`config.mk`:
```
export PLATFORM = sky130hd
export DESIGN_NAME = fetch_unit
export DESIGN_NICKNAME = d
export VERILOG_FILES = /design/src/rtl/fetch_unit.sv
export SDC_FILE = /design/constraint.sdc
export NUM_CORES = 1
export LEC_CHECK = 0
export ABC_AREA = 1
export CORE_ASPECT_RATIO = 1.2
export CORE_MARGIN = 1
export CORE_UTILIZATION = 39
export CTS_CLUSTER_DIAMETER = 150
export DETAILED_ROUTE_END_ITERATION = 8
export GPL_TIMING_DRIVEN = 0
export PLACE_DENSITY = 0.67
export SYNTH_ARGS = -nofsm -noshare
export SYNTH_HDL_FRONTEND = slang
export SYNTH_SLANG_ARGS = --single-unit
```
`constraint.sdc`:
```
create_clock -name clk -period 1.9 [get_ports clk]
set_input_delay 0.19 -clock clk [delete_from_list [all_inputs] [get_ports clk]]
set_output_delay 0.19 -clock clk [all_outputs]
set_load 0.1 [all_outputs]
```
`src/rtl/fetch_unit.sv`:
```
// Instruction-fetch stage: owns the PC, registers the fetched word for decode with a
// valid/ready handshake, and handles redirects, misaligned-target traps and halting.
module fetch_unit #(
    parameter logic [31:0] RESET_VECTOR = 32'h0000_0000,
    parameter logic [31:0] TRAP_VECTOR  = 32'h0000_0100,
    parameter logic [31:0] HALT_WORD    = 32'h0000_0073
) (
    input  logic        clk,
    input  logic        rst_n,
    output logic [31:0] pc,
    input  logic [31:0] instruction,
    input  logic        id_ready,
    input  logic        redirect_valid,
    input  logic [31:0] redirect_target,
    output logic        if_valid,
    output logic [31:0] if_pc,
    output logic [31:0] if_instr,
    output logic        halted,
    output logic        misalign_err,
    output logic [31:0] fetch_count
);

    typedef enum logic [1:0] {StInit, StRun, StHalted} state_e;

    state_e      state_q, state_d;
    logic [31:0] pc_q, pc_d;
    logic        if_valid_q, if_valid_d;
    logic [31:0] if_pc_q, if_pc_d;
    logic [31:0] if_instr_q, if_instr_d;
    logic        misalign_q, misalign_d;
    logic [31:0] fetch_count_q, fetch_count_d;

    always_comb begin
        state_d       = state_q;
        pc_d          = pc_q;
        if_valid_d    = if_valid_q;
        if_pc_d       = if_pc_q;
        if_instr_d    = if_instr_q;
        misalign_d    = 1'b0;
        fetch_count_d = fetch_count_q;

        unique case (state_q)
            StInit: begin
                state_d = StRun;
            end
            StRun, StHalted: begin
                if (redirect_valid) begin
                    // Redirect flushes the fetch register even under backpressure.
                    if_valid_d = 1'b0;
                    state_d    = StRun;
                    if (redirect_target[1:0] == 2'b00) begin
                        pc_d = redirect_target;
                    end else begin
                        pc_d       = TRAP_VECTOR;
                        misalign_d = 1'b1;
                    end
                end else if (state_q == StRun) begin
                    if (!if_valid_q || id_ready) begin
                        if_instr_d    = instruction;
                        if_pc_d       = pc_q;
                        if_valid_d    = 1'b1;
                        fetch_count_d = fetch_count_q + 32'd1;
                        if (instruction == HALT_WORD) begin
                            state_d = StHalted;
                        end else begin
                            pc_d = pc_q + 32'd4;
                        end
                    end
                end else if (if_valid_q && id_ready) begin
                    if_valid_d = 1'b0;
                end
            end
            default: begin
                state_d = StInit;
            end
        endcase
    end

    always_ff @(posedge clk or negedge rst_n) begin
        if (!rst_n) begin
            state_q       <= StInit;
            pc_q          <= RESET_VECTOR;
            if_valid_q    <= 1'b0;
            if_pc_q       <= 32'd0;
            if_instr_q    <= 32'd0;
            misalign_q    <= 1'b0;
            fetch_count_q <= 32'd0;
        end else begin
            state_q       <= state_d;
            pc_q          <= pc_d;
            if_valid_q    <= if_valid_d;
            if_pc_q       <= if_pc_d;
            if_instr_q    <= if_instr_d;
            misalign_q    <= misalign_d;
            fetch_count_q <= fetch_count_d;
        end
    end

    assign pc           = pc_q;
    assign if_valid     = if_valid_q;
    assign if_pc        = if_pc_q;
    assign if_instr     = if_instr_q;
    assign halted       = (state_q == StHalted);
    assign misalign_err = misalign_q;
    assign fetch_count  = fetch_count_q;

endmodule

```
=== Word-level counts from Yosys, hierarchy flattened ===
Index checks and enable logic that the tools add are counted.

* Add/sub/neg operators: 2
* Equality and inequality tests: 8
* Mux-type cells: 17
* Bitwise logic cells: 1
* Reduce and logical (&&, ||, !) cells: 13

{| class="wikitable"
|+ Operator list
! cell !! number
|-
| $mux 32 || 5
|-
| $add 32x1->32 const B || 1
|-
| $add 32x3->32 const B || 1
|-
| $eq 32x7->1 const B || 1
|-
| $ne 3x3->1 const B || 3
|-
| $mux 2 || 4
|-
| $reduce_and 4->1 || 2
|-
| $mux 1 || 7
|-
| $reduce_and 3->1 || 2
|-
| $logic_not 2->1 || 2
|-
| $pmux 2 s2 || 1
|-
| $reduce_bool 2->1 || 2
|-
| $ne 3x2->1 const B || 1
|-
| $reduce_bool 3->1 || 1
|-
| $eq 2x1->1 const B || 1
|-
| $eq 2x2->1 const B || 1
|-
| $ne 2x2->1 const B || 1
|-
| $reduce_or 2->1 || 1
|-
| $logic_and 1x1->1 || 1
|-
| $logic_not 1->1 || 1
|-
| $logic_or 1x1->1 || 1
|-
| $not 1->1 || 1
|}

* Bits in registers: 132
* Input port bits: 68

=== Longest topological paths before layout ===
Gate-level depths: netlist (run 1).

* Depth in word-level cells: 6
* Gate-level depth with buffers: 12

=== Least setup slack after synthesis (run 1) ===
OpenSTA, ideal clock, no wires.

* Kind: register -> register
* Start point: reg pc_q[3] (netlist: pc[3])
* End point: reg pc_q[26] (netlist: pc[26])
* Library setup time: 0.121 ns
* Arrival time: 2.110 ns
* Data required time: 1.779 ns
* Setup slack: -0.332 ns
* Cell stages (with the launch flop): 11
* Buffers on the path: 0
* Clock period less this slack: 2.232 ns
* Path through: dfrtp_1 > ha_1 > nand2_1 > nor2_2 > nand2_4 > nor2_8 > nand3_1 > nand3_1 > nand2_1 > nand2_1 > nand2_1

* Cells in the longest elaborated chain, start to end: 5

{| class="wikitable"
|+ RTL lines
! element !! RTL line !! text
|-
| start: declaration || 26 || <nowiki>logic [31:0] pc_q, pc_d;</nowiki>
|-
| start signal: assignment || 90 || <nowiki>pc_q <= pc_d;</nowiki>
|-
| $add 32x3->32 || 66 || <nowiki>pc_d = pc_q + 32'd4;</nowiki>
|-
| $mux 32 || 63 || <nowiki>if (instruction == HALT_WORD) begin</nowiki>
|-
| $mux 32 || 58 || <nowiki>if (!if_valid_q || id_ready) begin</nowiki>
|-
| $mux 32 || 57 || <nowiki>end else if (state_q == StRun) begin</nowiki>
|-
| $mux 32 || 47 || <nowiki>if (redirect_valid) begin</nowiki>
|}

Every way passes these cells. The select of a mux whose other input is x is not followed.
A chain may end at the register's enable or synchronous reset.

=== Worst setup path in the final report (run 1) ===
* Start point: reg fetch_count_q[11] (netlist: fetch_count[11])
* End point: out fetch_count[11]

{| class="wikitable"
|+ RTL lines
! element !! RTL line !! text
|-
| start: declaration || 31 || <nowiki>logic [31:0] fetch_count_q, fetch_count_d;</nowiki>
|-
| start signal: assignment || 95 || <nowiki>fetch_count_q <= fetch_count_d;</nowiki>
|-
| end: declaration || 20 || <nowiki>output logic [31:0] fetch_count</nowiki>
|}

No word-level cell between the ends.

==> results of run 1 <==
## worst max path at each step
stage | slack (ns) | to | startpoint
2_1_floorplan | 0.004 | pc[26]$_DFFE_PN0P_ | pc[3]$_DFFE_PN0P_
3_3_place_gp | -5.31 | pc[23]$_DFFE_PN0P_ | rst_n
3_5_place_dp | -0.14 | pc[29]$_DFFE_PN0P_ | instruction[14]
4_1_cts | 0.0008 | fetch_count[22] | fetch_count[22]$_DFFE_PN0P_
5_1_grt | 0.0002 | fetch_count[26]$_DFFE_PN0P_ | state_q[0]$_DFFE_PN0P_
6_report | 0.03 | fetch_count[11] | fetch_count[11]$_DFFE_PN0P_
## Yosys cell counts (2+ instances only)
cell type	n
a21oi_1	5
buf_2	22
buf_4	5
clkbuf_1	5
dfrtp_1	132
ha_1	6
inv_1	73
inv_2	4
nand2_1	418
nand2_2	6
nand2_4	3
nand3_1	73
nand3_2	2
nand3b_1	3
nand4_1	11
nor2_1	68
nor2_2	6
nor2_4	11
nor2_8	2
nor3_1	16
o21ai_0	56
xnor2_1	5
xor2_1	19
## cell families after synthesis
| family | count (synthesis) | synth area share, % |
|---|---|---|
| flops | 132 | 46.9 |
| compound gates | 65 | 4.75 |
| buf+inv | 109 | 6.47 |
| fa+ha+maj | 6 | 1.07 |
| simple gates | 620 | 37.8 |
| xor+xnor | 24 | 2.99 |
## routing by layer
| layer | vias to the layer above | global-route usage (%) | wire [µm] |
|---|---|---|---|
| met3 | 34 | 5.85 | 1340 |
| met1 | 3147 | 30.3 | 9160 |
| li1 | 3446 | - | - |
| met4 | 0 | 9.04 | 396 |
| met5 | - | 0 | 0 |
| met2 | 234 | 40.8 | 10700 |
## through the flow
stage	area, µm²	setup slack (ns)	std cells
after CTS	10000	0.000764	1410
after floorplan	7100	0.00366	956
final	9990	0.0311	1413
after global routing	9990	0.000248	1413
after detailed placement	9390	-0.138	1375
after global placement	9360	-5.31	1374
## repair_timing
action                                 4_1_cts  5_1_grt
setup endpoints to repair                  184      110
hold buffers                                 1        0
pin swaps                                    2        4
endpoints found under the hold margin       47        0
gates resized for setup                    205       56
setup buffers                                2        3
## worst reg2reg max path: stages, from the launching register on
cell and delay (ns):
dfrtp_1 0.38, inv_2 0.07, ha_4 0.27, inv_2 0.05, nor2_4 0.11, nand2_4 0.10, nor2_4 0.17, nand3_4 0.11
nor2_4 0.18, nand3_1 0.09, nand2_1 0.07, nand2_1 0.04
## sequential cells by signal, summed over array words and instances, names as in the netlist
signal	flops
if_pc	32
misalign_err	1
fetch_count	32
pc	32
if_valid	1
if_instr	32
state_q	2
## layout make-up
class / instances / area [µm²]
sequential: 132 / 3360
clock inverter: 14 / 234
timing repair buffer: 205 / 1890
multi-input combinational: 715 / 3310
fill: 1652 / 7580
clock buffer: 18 / 429
inverter: 77 / 289
buffer: 32 / 195
tap: 220 / 275
==> run summary, run 1 <==
ANT cells - 0
Reg2Reg Launch Point - state_q[1]$_DFFE_PN0P_
share of the synthesized area in the top cell type - 46.9%
Cell variety after synth - 28
Slew headroom - 31.7%
Via-to-Cell Ratio - 4.86
final core occ - 56.8%
Final Skew - 0.00634 ns
Final Hold Slack - 0.277 ns
reg-to-reg endpoint - fetch_count[26]$_DFFE_PN0P_
setup TNS - 0 ns
Final nets - 1254
asr flop ratio synth - 100%
total gr overflow - 0
Area growth syn-to-layout - 41.9%
io pins - 199
first-pass GRT wire length - 34900 µm
Max Cap Violations - 0
pin count of the biggest net entering global routing - 86
Worst-Margin Slew - 1.03 ns
routed wire length per instance - 15.3 µm
Min Clock Period, post-route - 1.87 ns
CP max stage delay - 0.84 ns
final wirelength - 21600 µm
Die Wd - 125 µm
Max H-tree Level - 4
CTS tree - built
crit path cell chain - clkdlybuf4s15_1
Fin. Hold Viols - 0
Clock Tree Root - clkbuf_16
critical path peak fanout - 6
Max Clk Rate - 0.535 GHz
clk slew on worst S/H paths - 0.06 ns
HP Class - input pin to async pin
Site Rows - 53
Reg2Reg Depth - 11
top_reg_cell synth - dfrtp_1
commonest non-fill, non-tap cell in the layout - nand2_1
share of post-route cells with drive strength above 1 - 16.4%
most frequent cells in the layout - 418 x nand2_1, 83 x dfrtp_1, 73 x nand3_1
max-slew violations - 0
arrival time worst endpoint - 1.68 ns
CTS sink cnt - 132
Starting DRT DRC Count - 444
Netlist Area Pre-Place - 0.00704 mm²
CP top delay family - buffers and inverters
Crit Path Class - flip-flop to output port
All-Layer GR Usage - 24.3%
status - completed
Yosys warnings - 0
Mapped Avg Cell Area - 7.36 µm²
Seq/Total Area, Yosys - 46.9%
dpl hpwl - 16300 µm
clock latency on the worst-skew pair - 0.43 ns
Worst setup SP type - flip-flop
CTS Buffer Depth - 2
Final Wtd Congestion - 0.926
first drt pass iteration count - 4
top cells by area, synth - dfrtp_1 47%, nand2_1 22%, nand3_1 5.2%
CTS buffer count - 17
number of synthesized flops with an enable pin - 0
unrepaired setup endpoints after global routing - true
Crit-path slowest cell - clkdlybuf4s15_1
Setup-failing EPs final - 0
Seq cells post-synth - 132
antenna violations before repair - 0
Cells after Synth - 956
die height - 149 µm
core box area - 0.0176 mm²
CP Depth - 1
Final ANT Viol Nets - 0
syn nets - 1030
Period Utilization, post-route - 98.4%
Setup crit end kind - output port
Req. time, crit path - 1.71 ns
Synth area leader - dfrtp_1
DRC viols - 0
die area - 0.0186 mm²
Starting Density - 40.0%
vias in the first global route - 6597
DR vias - 6861
crit path buf inv count - 1
flop2flop setup slack - 0.14 ns
Port Buffers - 198
Power of run 1 is left out: the tool's default activity adds up to more than one toggle a clock period on the data nets, which glitch-free logic cannot reach.
==> inputs of run 2 (changes only) <==
- CTS_CLUSTER_DIAMETER: 150 -> not set
==> results of run 2 <==
Final layout, timing and power as in run 1 (identical DEF).
Power of run 2 is left out for the same reason.
